[src/rtl/vedic_mac_acc_if.sv]
// Operand/result handshake bundle for the vedic dot-product stage.
// master drives operands and consumes results; slave is the MAC.
interface vedic_mac_acc_if #(
   parameter int ACC_W = 24,
   parameter int CNT_W = 8
);
   logic [CNT_W-1:0] LEN;
   logic             IN_VALID;
   logic             IN_READY;
   logic [7:0]       A;
   logic [7:0]       B;
   logic             OUT_VALID;
   logic             OUT_READY;
   logic [ACC_W-1:0] ACC;
   logic             OVF;

   modport master (
      output LEN, IN_VALID, A, B, OUT_READY,
      input  IN_READY, OUT_VALID, ACC, OVF
   );

   modport slave (
      input  LEN, IN_VALID, A, B, OUT_READY,
      output IN_READY, OUT_VALID, ACC, OVF
   );
endinterface

[src/rtl/vedic_mac_acc.sv]
// Streaming dot-product MAC: 3-stage pipe around an 8x8 vedic multiplier.
// One vector in flight at a time; result held until the consumer takes it.
module vedic_8bits (
   input  logic [7:0]  a,
   input  logic [7:0]  b,
   output logic [15:0] p
);
   function automatic logic [3:0] v2(
      input logic [1:0] x,
      input logic [1:0] y
   );
      logic [1:0] s;
      logic [1:0] t;
      s = {1'b0, x[1] & y[0]} + {1'b0, x[0] & y[1]};
      t = {1'b0, x[1] & y[1]} + {1'b0, s[1]};
      return {t, s[0], x[0] & y[0]};
   endfunction

   function automatic logic [7:0] v4(
      input logic [3:0] x,
      input logic [3:0] y
   );
      logic [3:0] q0, q1, q2, q3;
      q0 = v2(x[1:0], y[1:0]);
      q1 = v2(x[3:2], y[1:0]);
      q2 = v2(x[1:0], y[3:2]);
      q3 = v2(x[3:2], y[3:2]);
      return {4'b0, q0} + {2'b0, q1, 2'b0}
           + {2'b0, q2, 2'b0} + {q3, 4'b0};
   endfunction

   logic [7:0] m0, m1, m2, m3;

   always_comb begin
      m0 = v4(a[3:0], b[3:0]);
      m1 = v4(a[7:4], b[3:0]);
      m2 = v4(a[3:0], b[7:4]);
      m3 = v4(a[7:4], b[7:4]);
      p  = {8'b0, m0} + {4'b0, m1, 4'b0}
         + {4'b0, m2, 4'b0} + {m3, 8'b0};
   end
endmodule

module vedic_mac_acc #(
   parameter int ACC_W = 24,
   parameter int CNT_W = 8
) (
   input logic             CLK,
   input logic             RST_n,
   input logic             CLR,
   vedic_mac_acc_if.slave  bus
);
   typedef enum logic [1:0] {
      IDLE, RUN, DRAIN, DONE
   } state_e;

   state_e           state_q, state_d;
   logic             rdy_en_q;
   logic [CNT_W-1:0] len_q, len_d;
   logic [CNT_W-1:0] cnt_q, cnt_d;
   logic             s1_v_q, s1_v_d;
   logic [7:0]       a_q, a_d;
   logic [7:0]       b_q, b_d;
   logic             s2_v_q, s2_v_d;
   logic [15:0]      p_q, p_d;
   logic [ACC_W-1:0] acc_q, acc_d;
   logic             ovf_q, ovf_d;

   logic [15:0]      prod;
   logic [ACC_W:0]   sum;
   logic [CNT_W-1:0] len_eff;
   logic [CNT_W-1:0] cnt_inc;
   logic             in_ready;
   logic             accept;

   vedic_8bits u_mul (
      .a (a_q),
      .b (b_q),
      .p (prod)
   );

   always_comb begin
      state_d = state_q;
      len_d   = len_q;
      cnt_d   = cnt_q;
      a_d     = a_q;
      b_d     = b_q;
      p_d     = p_q;
      acc_d   = acc_q;
      ovf_d   = ovf_q;

      in_ready = rdy_en_q & ~CLR
               & ((state_q == IDLE) | (state_q == RUN));
      accept   = in_ready & bus.IN_VALID;
      len_eff  = (bus.LEN == '0) ? CNT_W'(1) : bus.LEN;
      cnt_inc  = cnt_q + CNT_W'(1);

      s1_v_d = accept;
      if (accept) begin
         a_d = bus.A;
         b_d = bus.B;
      end

      s2_v_d = s1_v_q;
      if (s1_v_q) p_d = prod;

      // Carry out of the top bit is sticky for the whole vector.
      sum = {1'b0, acc_q} + (ACC_W+1)'(p_q);
      if (s2_v_q) begin
         acc_d = sum[ACC_W-1:0];
         ovf_d = ovf_q | sum[ACC_W];
      end

      unique case (state_q)
         IDLE: begin
            if (accept) begin
               len_d   = len_eff;
               cnt_d   = CNT_W'(1);
               state_d = (len_eff == CNT_W'(1)) ? DRAIN : RUN;
            end
         end
         RUN: begin
            if (accept) begin
               cnt_d = cnt_inc;
               if (cnt_inc == len_q) state_d = DRAIN;
            end
         end
         DRAIN: begin
            if (!s1_v_q && !s2_v_q) state_d = DONE;
         end
         DONE: begin
            if (bus.OUT_READY) begin
               state_d = IDLE;
               cnt_d   = '0;
               acc_d   = '0;
               ovf_d   = 1'b0;
            end
         end
      endcase

      if (CLR) begin
         state_d = IDLE;
         cnt_d   = '0;
         s1_v_d  = 1'b0;
         s2_v_d  = 1'b0;
         acc_d   = '0;
         ovf_d   = 1'b0;
      end
   end

   always_ff @(posedge CLK or negedge RST_n) begin
      if (!RST_n) begin
         state_q  <= IDLE;
         rdy_en_q <= 1'b0;
         len_q    <= '0;
         cnt_q    <= '0;
         s1_v_q   <= 1'b0;
         a_q      <= '0;
         b_q      <= '0;
         s2_v_q   <= 1'b0;
         p_q      <= '0;
         acc_q    <= '0;
         ovf_q    <= 1'b0;
      end else begin
         state_q  <= state_d;
         rdy_en_q <= 1'b1;
         len_q    <= len_d;
         cnt_q    <= cnt_d;
         s1_v_q   <= s1_v_d;
         a_q      <= a_d;
         b_q      <= b_d;
         s2_v_q   <= s2_v_d;
         p_q      <= p_d;
         acc_q    <= acc_d;
         ovf_q    <= ovf_d;
      end
   end

   assign bus.IN_READY  = in_ready;
   assign bus.OUT_VALID = (state_q == DONE);
   assign bus.ACC       = acc_q;
   assign bus.OVF       = ovf_q;
endmodule

[src/flat_wrapper.sv]
// flat-port wrapper written by rule: the top's interface ports become plain ports
module vedic_mac_acc_flat 
#(
   parameter int ACC_W = 24,
   parameter int CNT_W = 8
)
  (CLK, RST_n, CLR, bus_LEN, bus_IN_VALID, bus_A, bus_B, bus_OUT_READY, bus_IN_READY, bus_OUT_VALID, bus_ACC, bus_OVF);
  vedic_mac_acc_if #(.ACC_W(ACC_W), .CNT_W(CNT_W)) bus_i ();
  input logic CLK;
  input logic RST_n;
  input logic CLR;
  input wire logic [$bits(bus_i.LEN)-1:0] bus_LEN;
  input wire logic [$bits(bus_i.IN_VALID)-1:0] bus_IN_VALID;
  input wire logic [$bits(bus_i.A)-1:0] bus_A;
  input wire logic [$bits(bus_i.B)-1:0] bus_B;
  input wire logic [$bits(bus_i.OUT_READY)-1:0] bus_OUT_READY;
  output wire logic [$bits(bus_i.IN_READY)-1:0] bus_IN_READY;
  output wire logic [$bits(bus_i.OUT_VALID)-1:0] bus_OUT_VALID;
  output wire logic [$bits(bus_i.ACC)-1:0] bus_ACC;
  output wire logic [$bits(bus_i.OVF)-1:0] bus_OVF;
  assign bus_i.LEN = bus_LEN;
  assign bus_i.IN_VALID = bus_IN_VALID;
  assign bus_i.A = bus_A;
  assign bus_i.B = bus_B;
  assign bus_i.OUT_READY = bus_OUT_READY;
  assign bus_IN_READY = bus_i.IN_READY;
  assign bus_OUT_VALID = bus_i.OUT_VALID;
  assign bus_ACC = bus_i.ACC;
  assign bus_OVF = bus_i.OVF;
  vedic_mac_acc #(.ACC_W(ACC_W), .CNT_W(CNT_W)) u_core (.CLK(CLK), .RST_n(RST_n), .CLR(CLR), .bus(bus_i));
endmodule
[config.mk]
export PLATFORM = sky130hd
export DESIGN_NAME = vedic_mac_acc_flat
export DESIGN_NICKNAME = d
export VERILOG_FILES = /design/src/rtl/vedic_mac_acc_if.sv /design/src/rtl/vedic_mac_acc.sv /design/src/flat_wrapper.sv
export SDC_FILE = /design/constraint.sdc
export NUM_CORES = 1
export LEC_CHECK = 0
export CAP_MARGIN = 20
export CORE_MARGIN = 2
export CORE_UTILIZATION = 43
export CTS_BUF_LIST = sky130_fd_sc_hd__clkbuf_8
export DETAILED_ROUTE_END_ITERATION = 7
export GPL_TIMING_DRIVEN = 0
export PLACE_DENSITY = 0.61
export SLEW_MARGIN = 0
export SYNTH_ARGS = -nofsm -noshare
export SYNTH_HDL_FRONTEND = slang
export SYNTH_HIERARCHICAL = 1
export SYNTH_SLANG_ARGS = --single-unit
[constraint.sdc]
create_clock -name CLK -period 14.89 [get_ports CLK]
set_clock_uncertainty 0.05 [all_clocks]
set_input_delay 1.489 -clock CLK [delete_from_list [all_inputs] [get_ports CLK]]
set_output_delay 1.489 -clock CLK [all_outputs]
set_load 0.02 [all_outputs]
## Word level (Yosys, flattened, before mapping)

Index checks and enable logic that the tools add are counted.

- Bits in read-only memories: 0
- Bits in writable memories: 0
- Flip-flop bits (word level): 78
- Bits of input ports: 29
- Memories kept: 0
- Logic and storage cells: 173
- Latch bits: 0
- Output and inout bits: 27

- Divide/modulo/power cells: 0
- Shifts and indexed selects: 0
- Eq/ne operators: 10
- $mul: 0
- Reductions and logical operators: 9
- $add $sub $neg: 49
- Order comparisons: 0
- Bitwise gates (word level): 70
- Muxes and demuxes: 24

Operator list:

| cell | number |
|---|---|
| $mux 24 | 4 |
| $and 1x1->1 | 67 |
| $add 1x1->2 | 32 |
| $mux 8 | 5 |
| $add 7x6->8 | 4 |
| $add 8x8->8 | 4 |
| $add 4x6->7 | 4 |
| $add 24x16->25 | 1 |
| $pmux 8 s3 | 1 |
| $add 14x16->16 | 1 |
| $add 13x12->14 | 1 |
| $mux 2 | 7 |
| $add 8x12->13 | 1 |
| $ne 3x2->1 const B | 3 |
| $add 8x1->8 const B | 1 |
| $eq 8x1->1 const B | 1 |
| $eq 8x8->1 | 1 |
| $logic_not 8->1 | 1 |
| $pmux 2 s4 | 1 |
| $mux 1 | 6 |
| $ne 3x3->1 const B | 2 |
| $reduce_and 5->1 | 1 |
| $eq 2x2->1 const B | 2 |
| $reduce_and 4->1 | 1 |
| other kinds (8) | 10 |

## Depth between registers and ports, before layout

Gate-level depths: netlist (run 1).

- Word-level depth: 9
- Depth in mapped cells: 20
- Depth with buffers taken out: 20

## Modules after synthesis

The synthesis (run 1) kept the hierarchy.

By module, submodules not included:

| module | area an instance (µm²) | times used | cells an instance |
|---|---|---|---|
| vedic_mac_acc | 4554.4 | 1 | 481 |
| vedic_8bits | 2416.1 | 1 | 284 |

## Worst setup path before layout (run 1)

No wires, ideal clock.

- Path type: reg2reg
- Start point: register u_core.b_q[0]
- End point: register u_core.p_q[14]
- Period minus slack after synthesis: 4.684 ns
- Required time: 14.715 ns
- Data arrival time: 4.510 ns
- Path buffers: 0
- Setup slack: 10.206 ns
- Setup time: 0.125 ns
- Stages on the path, launching flop included: 20
- Path through: dfrtp_1 > and2_1 > ha_1 > ha_1 > inv_1 > fa_1 > inv_1 > fa_1 > a21o_1 > a21oi_1 > xor2_1 > fa_1 > inv_1 > ha_1 > a2111oi_4 > o211ai_2 > and3_4 > o21ai_2 > xnor2_1 > mux2_2

- Longest elaborated chain between the ends: 9

RTL lines:

| element | line | source |
|---|---|---|
| from (decl) | vedic_mac_acc.sv:63 | `logic [7:0] b_q, b_d;` |
| from (signal assigned) | vedic_mac_acc.sv:159 | `b_q <= '0;` |
| from (signal assigned) | vedic_mac_acc.sv:171 | `b_q <= b_d;` |
| $and 1x1->1 | vedic_mac_acc.sv:14 | `s = {1'b0, x[1] & y[0]} + {1'b0, x[0] & y[1]};` |
| $add 1x1->2 | vedic_mac_acc.sv:14 |  |
| $add 1x1->2 | vedic_mac_acc.sv:15 | `t = {1'b0, x[1] & y[1]} + {1'b0, s[1]};` |
| $add 4x6->7 | vedic_mac_acc.sv:28 | `return {4'b0, q0} + {2'b0, q1, 2'b0}` |
| $add 7x6->8 | vedic_mac_acc.sv:29 | `+ {2'b0, q2, 2'b0} + {q3, 4'b0};` |
| $add 8x8->8 | vedic_mac_acc.sv:29 |  |
| $add 8x12->13 (*) | vedic_mac_acc.sv:39 | `p = {8'b0, m0} + {4'b0, m1, 4'b0}` |
| $add 13x12->14 (*) | vedic_mac_acc.sv:40 | `+ {4'b0, m2, 4'b0} + {m3, 8'b0};` |
| $add 14x16->16 (*) | vedic_mac_acc.sv:40 |  |
| net u_core.prod[14] | vedic_mac_acc.sv:69 | `logic [15:0] prod;` |
| to (signal assigned) | vedic_mac_acc.sv:173 | `p_q <= p_d;` |
| to (decl) | vedic_mac_acc.sv:65 | `logic [15:0] p_q, p_d;` |

Mark *: on every way through the listed nets, which the timed path passes. The rest lies on a longest branch.
A chain may end at the register's enable or synchronous reset.

## Worst setup path after layout (run 1)

- Start point: register u_core.a_q[2]
- End point: register u_core.p_q[13]

- Longest elaborated chain between the ends: 9

RTL lines:

| element | line | source |
|---|---|---|
| from (decl) | vedic_mac_acc.sv:62 | `logic [7:0] a_q, a_d;` |
| from (signal assigned) | vedic_mac_acc.sv:158 | `a_q <= '0;` |
| from (signal assigned) | vedic_mac_acc.sv:170 | `a_q <= a_d;` |
| $and 1x1->1 | vedic_mac_acc.sv:14 |  |
| $add 1x1->2 | vedic_mac_acc.sv:14 |  |
| $add 1x1->2 | vedic_mac_acc.sv:15 |  |
| $add 4x6->7 | vedic_mac_acc.sv:28 |  |
| $add 7x6->8 | vedic_mac_acc.sv:29 |  |
| $add 8x8->8 | vedic_mac_acc.sv:29 |  |
| $add 8x12->13 | vedic_mac_acc.sv:39 |  |
| $add 13x12->14 (*) | vedic_mac_acc.sv:40 |  |
| $add 14x16->16 (*) | vedic_mac_acc.sv:40 |  |
| net u_core.prod[13] | vedic_mac_acc.sv:69 |  |

Marked as above.

==> results of run 1 <==
-- registers in the layout, summed over array words and instances (netlist names) --
signal           count
u_core/a_q           8
u_core/b_q           8
u_core/bus.ACC      24
u_core/bus.OVF       1
u_core/cnt_q         8
u_core/len_q         8
u_core/p_q          16
u_core/rdy_en_q      1
u_core/s1_v_q        1
u_core/s2_v_q        1
u_core/state_q       2
-- logic make-up (layout without fill, tap and decap cells) --
| logic type | count (synthesis) | count (layout) | share of synthesized area [%] |
|---|---|---|---|
| AOI/OAI and AO/OA | 142 | 142 | 13.79 |
| xor gates and xnor gates | 36 | 36 | 4.631 |
| adders and majority gates | 107 | 107 | 22.44 |
| buffers and inverters | 101 | 173 | 5.546 |
| DFF | 78 | 78 | 28.00 |
| muxes | 33 | 33 | 5.170 |
| other | 1 | 1 | 0.05380 |
| and+or+nand+nor | 267 | 267 | 20.37 |
-- Yosys cell counts, types with 7 or more instances --
cell	instances	area (um2)
sky130_fd_sc_hd__and2_1	57	356.6
sky130_fd_sc_hd__nand2_1	85	319.1
sky130_fd_sc_hd__and3_1	8	50.05
sky130_fd_sc_hd__a21o_1	18	135.1
sky130_fd_sc_hd__nand3_1	20	100.1
sky130_fd_sc_hd__nand4_1	11	68.82
sky130_fd_sc_hd__xnor2_1	19	166.4
sky130_fd_sc_hd__inv_1	78	292.8
sky130_fd_sc_hd__xor2_1	16	140.1
sky130_fd_sc_hd__nor2b_1	8	50.05
sky130_fd_sc_hd__nand2b_1	7	43.79
sky130_fd_sc_hd__a31oi_1	11	68.82
sky130_fd_sc_hd__fa_1	30	600.6
sky130_fd_sc_hd__a21oi_1	36	180.2
sky130_fd_sc_hd__o21ai_0	28	140.1
sky130_fd_sc_hd__mux2i_1	9	90.09
sky130_fd_sc_hd__mux2_2	24	270.3
sky130_fd_sc_hd__nand3b_1	8	60.06
sky130_fd_sc_hd__dfrtp_1	78	1952
sky130_fd_sc_hd__nor2_1	30	112.6
sky130_fd_sc_hd__clkbuf_1	17	63.81
sky130_fd_sc_hd__or4_1	8	60.06
sky130_fd_sc_hd__ha_1	77	963.4
-- final timing paths --
path | endpoint | startpoint | cells after the start
setup reg to reg | u_core/p_q[13] | u_core/a_q[2] | 18
hold reg to reg | u_core/p_q[10] | u_core/p_q[10] | 1
min in group asynchronous | u_core/bus.ACC[14] | RST_n | 1
hold / removal | u_core/p_q[10] | u_core/p_q[10] | 1
setup / recovery | u_core/p_q[13] | u_core/a_q[2] | 18
max in group asynchronous | u_core/a_q[5] | RST_n | 2
-- cells in the final DEF (no fill, tap or decap), types with 20 or more instances in the layout --
cell type	synthesis	layout
sky130_fd_sc_hd__dfrtp_1	78	78
sky130_fd_sc_hd__nand2_1	85	85
sky130_fd_sc_hd__nand3_1	20	20
sky130_fd_sc_hd__inv_1	78	78
sky130_fd_sc_hd__clkdlybuf4s50_1	0	54
sky130_fd_sc_hd__a21oi_1	36	36
sky130_fd_sc_hd__o21ai_0	28	28
sky130_fd_sc_hd__ha_1	77	77
sky130_fd_sc_hd__nor2_1	30	30
sky130_fd_sc_hd__and2_1	57	57
sky130_fd_sc_hd__mux2_2	24	24
sky130_fd_sc_hd__fa_1	30	30
-- layout make-up --
type | count | area [um2]
timing repair buffer | 56 | 575.6
sequential | 78 | 1952
multi-input combinational | 586 | 4632
clock buffer | 11 | 151.4
fill | 1514 | 7884
buffer | 22 | 90.09
inverter | 79 | 296.5
clock inverter | 5 | 33.78
tap | 216 | 270.3
-- critical path: stages (launching register included) --
cell and delay (ps):
sky130_fd_sc_hd__dfrtp_1 490, sky130_fd_sc_hd__and2_1 210, sky130_fd_sc_hd__ha_1 200, sky130_fd_sc_hd__ha_1 270
sky130_fd_sc_hd__inv_1 50, sky130_fd_sc_hd__fa_1 540, sky130_fd_sc_hd__inv_1 70, sky130_fd_sc_hd__fa_1 460
sky130_fd_sc_hd__a21o_1 170, sky130_fd_sc_hd__a21oi_1 160, sky130_fd_sc_hd__xor2_1 110, sky130_fd_sc_hd__fa_1 550
sky130_fd_sc_hd__inv_1 50, sky130_fd_sc_hd__ha_1 340, sky130_fd_sc_hd__a21o_1 240, sky130_fd_sc_hd__a2111oi_4 370
sky130_fd_sc_hd__a21oi_2 110, sky130_fd_sc_hd__xor2_1 180, sky130_fd_sc_hd__mux2_2 280
-- per-stage QoR --
step                power, mW  hold WS, ps  instances  utilization (%)  setup slack [ps]
global placement        1.201        436.8       1036            49.05              9380
CTS                     1.390        473.6       1053            50.37              9803
global route            1.531        492.8       1053            50.37              9566
detailed placement      1.231        454.0       1037            49.20              9838
floorplan               1.011        418.9        765                -             10210
finish                  1.379        468.4       1053            50.37              9845
-- layer usage --
layer,vias up,global-route usage (%)
li1,2776,-
met1,2645,24.06
met2,102,32.81
met3,23,4.244
met4,0,5.435
met5,-,0
-- power breakdown --
part / internal (mW) / switching [mW] / leakage, nW
Clock: 0.0693 / 0.0844 / 0.0913
Combinational: 0.392 / 0.472 / 2.83
Sequential: 0.271 / 0.0898 / 1.01
==> impl_summary.md, run 1 <==
STA
The count of endpoints failing setup in the final report is 0. Setup repair after global routing left no endpoint under its margin. The ratio of final minimum period to clock period is 33.88%. In this run the tightest slew margin relative to its limit is 50.94%. Timing would allow up to 198.2 MHz.

The number of hold violations in the final report was 0. Summed over all failing endpoints, the final setup total negative slack is 0 ps. The number of max-slew violations in the final report is 0.

For the pin with the worst max-slew slack, the measured transition is 735.9 ps. The shortest period the worst path allows is 5045 ps.

Run status
The flow ran to the end, and the final reports show no timing, DRC or antenna violations.

Floorplanning
The core region is 0.01589 mm2. Measured along the y axis, the die boundary spans 131.3 um. The total I/O pin count is 56. In this run the core area contains 46 standard-cell rows.

The starting utilization of the core area is 43.88%. The die covers 0.01724 mm2. Measured along the x axis, the die boundary spans 131.3 um.

GRT
The total overflow left after global routing is 0. The number of global-route vias before repair is 5546. The initial antenna violation count is 0.

The all-layer global routing usage is 19.05%. The first-pass GRT wire length is 26930 um. The maximum number of pins on one net before global-route repair is 65.

Setup path
The worst setup path is captured at a flip-flop. In this run the register-to-register setup slack is 9850 ps. The data required time at the worst endpoint is 15090 ps.

The largest fanout on the critical path is 9. STA classifies the critical path startpoint as a flip-flop. The setup path with the least slack is of type flip-flop to flip-flop. The critical path data arrival time is 5250 ps.

Clock network
The H-tree was split into 3 levels. The number of clock buffers inserted by TritonCTS is 9. Post-CTS repair changed the size of 0 cells. The count of clock tree sinks is 78.

The hold-fix buffer count after cts is 0. Clock latency on the worst-skew pair, taken at its later pin, is 380 ps. The clock transition at the registers of the reported paths is 90 ps. Counting along the longest clock path gives a buffer depth of 2. The CTS tree is yes.

The setup fix buffers added after clock tree synthesis is 0. The buffer type at the clock tree root is sky130_fd_sc_hd__clkbuf_8.

Placed design
The count of buffers added on input and output ports is 55. Summing all placed instances gives a cell area of 0.007816 mm2. Routability-driven placement finished with a final weighted congestion of 0.8868.

The estimated wirelength of the detail-placed design is 12350 um.

Logic synthesis
After synthesis the netlist holds a flip-flop and latch count of 78. The post-synthesis async set-or-reset flop share is 100.0%. The cell area after synthesis is 0.006970 mm2. The synthesized netlist contains 63 unique library cells. Counting every net in the synthesized netlist gives 901.

The post-synthesis area per instance is 9.112 um2. Yosys printed 6 warnings. The dominant register cell in the synthesized netlist is sky130_fd_sc_hd__dfrtp_1. After technology mapping, the gate count stands at 765. The number of enable flip-flop cells after synthesis is 0.

Sequential elements use 28.00% of the synthesized area.

Drt
The met2 wire length is 7552 um. The detailed router finished its first iteration with 248 violations. The detailed route wirelength on metal3 is 537 um. The pre-antenna-repair detailed-routing pass consisted of 5 iterations. The met1 layer wirelength in the final routing is 7348 um. The routed wire length is 15710 um.

The highest routed metal layer is met4. The count of unresolved DRC violations after routing is 0. In the final routed layout, each cell accounts on average for 14.92 um.

In the routed layout, each cell is associated on average with a via count of 5.267. The final route contains 5546 vias. The post-detailed-route count of antenna-violating nets is 0.

Layout
The area overhead of the layout relative to synthesis is 14.79%. 0 antenna diodes ended up in the layout. The ratio of cells with drive above 1 in the final layout is 7.766%. The net count of the finished layout is 968. Once layout is done, the placed cells without fillers occupy 0.008001 mm2.

Min path
The worst hold path belongs to the class flip-flop to flip-flop.

Power and ir drop
The static leakage is 3.934 nW. The worst-case IR drop observed on VDD is 0.1015 mV. The ratio of total power to cell area is 172.3 mW/mm2.

Job
The max-cap check violation count is 0.
(Power assumes the default switching activity.)
==> inputs of run 2 (changes only) <==
==> constraint.sdc (replaced) <==
create_clock -name CLK -period 5 [get_ports CLK]
set_clock_uncertainty 0.05 [all_clocks]
set_input_delay 0.5 -clock CLK [delete_from_list [all_inputs] [get_ports CLK]]
set_output_delay 0.5 -clock CLK [all_outputs]
set_load 0.02 [all_outputs]
==> impl_summary.md, run 2 (synthesis results as in run 1) <==
Clock network
The number of clock buffers added by TritonCTS is 9. The clock net in this run drives a total of 78 sinks. The CTS tree is yes. The H-tree was split into 3 levels. The clock transition at the registers of the reported paths is 80 ps. The clock latency of the later-clocked register in the worst-skew pair is 380 ps. The tree is rooted in a sky130_fd_sc_hd__clkbuf_8. No sink is reached through more buffers than the 2 on the longest clock path.

Setup path
In this run the critical register-to-register path is captured at u_core/p_q[14]. Data arrives at the worst endpoint at 5020 ps. Of all nets on the critical path, the largest fanout is 5. The start of the worst register-to-register path is u_core/a_q[1]. For the worst flop-to-flop path, the logic depth is 19. The worst setup path is launched from a flip-flop. The data required time at the worst endpoint is 5210 ps.

The critical path class is flip-flop to flip-flop. The worst register-to-register path has a setup slack of 190 ps. The category of the worst setup path capture point is a flip-flop.

GRT
In the global route stage, overall resource usage came out at 19.47%. The total overflow reported by the global router is 0. The maximum number of pins on one net before global-route repair is 65.

The initial antenna violation count is 0. The number of global-route vias before repair is 5657. The first global-routing pass estimated 27430 um of wire.

Job
Across the run, the number of max-cap violations was 0.

Placed design
The estimated wirelength of the detail-placed design is 12350 um. In this run, placement finished with an instance count of 1037. The routability-driven placement congestion ratio is 0.8868.

The number of I/O port buffers is 55.

STA
Timing would allow up to 207.9 MHz. The number of max-slew violations in the final report is 0. The count of endpoints failing setup in the final report is 0. The number of hold violations in the final report is 0. The slew at the pin with the worst max-slew slack is 733.6 ps. The worst path needs 4810 ps of the cycle, external delays included.

The ratio of final minimum period to clock period is 96.19%. Headroom to the max-slew limit came out at 51.09%.

Layout
The utilization of the core after routing is 52.14%. The ratio of cells with drive above 1 in the final layout is 14.49%. The non-filler instance count after layout is 1072. In the layout the commonest cells are sky130_fd_sc_hd__nand2_1, sky130_fd_sc_hd__inv_1, sky130_fd_sc_hd__ha_1.

The leading cell type in the layout, fill and taps excluded is sky130_fd_sc_hd__nand2_1. From synthesis to final layout, the design area changed by 18.83%. The flip-flop count of the largest register, all copies and words added is 24. The post-layout net count is 987.

The number of antenna diodes in the final layout is 0.

Drt
The total vias in the final route is 5672. The first-iteration detailed-routing DRC count is 288. Once detail routing completed, the nets flagged for antenna violations numbered 0. The routed wire length is 16410 um.

The average via count per standard cell is 5.291. After detailed routing, the average wire length per cell comes to 15.31 um. The count of TritonRoute iterations in the first routing pass is 5. After detailed routing, the number of remaining DRC violations is 0.

Run status
The run finished with clean final reports.

Power and ir drop
The ratio of total power to cell area is 532.6 mW/mm2. The static leakage is 3.985 nW. Across the VDD grid, the largest voltage drop is 0.3144 mV.

Floorplanning
The die is 131.3 um wide. For this configuration, the core starts out at a cell density of 43.88%. The die is 131.3 um tall. The total I/O pin count is 56.

The placement row count is 46. The area enclosed by the die boundary is 0.01724 mm2. The floorplan step defined a core boundary enclosing 0.01589 mm2.

Min path
In this run the worst hold path is classified as input pin to asynchronous set/reset pin.
run 2: cell count changes in the layout (fill, tap and decap cells not counted), moves of 2 or more:
| cell | delta |
|---|---|
| sky130_fd_sc_hd__buf_4 | +17 |
| sky130_fd_sc_hd__dfrtp_1 | -15 |
| sky130_fd_sc_hd__dfrtp_2 | +15 |
| sky130_fd_sc_hd__ha_1 | -9 |
| sky130_fd_sc_hd__ha_2 | +6 |
| sky130_fd_sc_hd__a21oi_1 | -5 |
| sky130_fd_sc_hd__a21oi_2 | +5 |
| sky130_fd_sc_hd__fa_1 | -5 |
| sky130_fd_sc_hd__fa_2 | +5 |
| sky130_fd_sc_hd__ha_4 | +3 |
| sky130_fd_sc_hd__xor2_1 | -3 |
| sky130_fd_sc_hd__xor2_2 | +3 |
| sky130_fd_sc_hd__inv_1 | -2 |
| sky130_fd_sc_hd__inv_2 | +2 |
run 2: final cells by class:
class                   instances  area, um2
fillers                      1482       7602
clock buffers                  11      151.4
repair buffers                 75      718.2
clock inverters                 5      33.78
well taps                     216      270.3
flip-flops and latches         78       1971
plain buffers                  22      90.09
multi-input cells             586       4752
inverters                      79      296.5
run 2: power by group:
| part | total, mW | switching, mW | internal [mW] |
|---|---|---|---|
| clock network | 0.461 | 0.255 | 0.206 |
| logic | 2.89 | 1.54 | 1.35 |
| registers | 1.06 | 0.240 | 0.821 |
run 2: how the worst max path moves through the flow:
stage,startpoint,to,slack [ps],cells after the start
CTS,u_core/a_q[1],u_core/p_q[13],3,17
floorplan,u_core/b_q[0],u_core/p_q[14],320,19
global route,u_core/b_q[0],u_core/p_q[14],-5,19
global placement,u_core/b_q[0],u_core/p_q[14],-40,19
finish,u_core/a_q[1],u_core/p_q[14],190,19
detailed placement,u_core/b_q[0],u_core/p_q[14],-50,19
run 2: worst max-delay path, cell delays in order (launching register included):
cell and delay (ps):
sky130_fd_sc_hd__dfrtp_2 450, sky130_fd_sc_hd__buf_4 150, sky130_fd_sc_hd__and2_1 150, sky130_fd_sc_hd__ha_2 190, sky130_fd_sc_hd__ha_2 180, sky130_fd_sc_hd__fa_1 470, sky130_fd_sc_hd__ha_2 200, sky130_fd_sc_hd__fa_2 390
sky130_fd_sc_hd__a21o_1 190, sky130_fd_sc_hd__a21oi_2 160, sky130_fd_sc_hd__xor2_2 110, sky130_fd_sc_hd__fa_1 550, sky130_fd_sc_hd__inv_2 50, sky130_fd_sc_hd__ha_4 240, sky130_fd_sc_hd__a2111oi_4 350, sky130_fd_sc_hd__o211ai_2 150
sky130_fd_sc_hd__and3_4 180, sky130_fd_sc_hd__o21ai_2 120, sky130_fd_sc_hd__xnor2_1 90, sky130_fd_sc_hd__mux2_2 270
run 2: metrics by stage:
step                power [mW]  hold slack [ps]  instance area (um2)  worst slack, ps  TNS, ps
floorplan                3.010            154.4                 6970            315.8        0
global placement         3.576            436.8                 7791           -35.01   -35.01
detailed placement       3.666            331.3                 7816           -51.78   -84.71
CTS                      4.250            462.0                 8123            2.510        0
global route             4.868            479.2                 8283           -5.120   -5.120
finish                   4.412            468.6                 8283            190.4        0
run 2: timing repair:
action | 4_1_cts | 5_1_grt
setup buffers | 13 | 5
hold endpoints to repair | 14 | 0
resized for setup | 13 | 32
hold buffers | 1 | 0
endpoints found under the setup margin | 3 | 5
pin swaps | 5 | 26
run 2: routing by layer:
metal / wire, um / up-vias / GRT usage [%]
li1: - / 2810 / -
met1: 7515 / 2731 / 24.34
met2: 8010 / 106 / 33.63
met3: 560 / 25 / 4.205
met4: 321 / 0 / 6.159
met5: 0 / - / 0
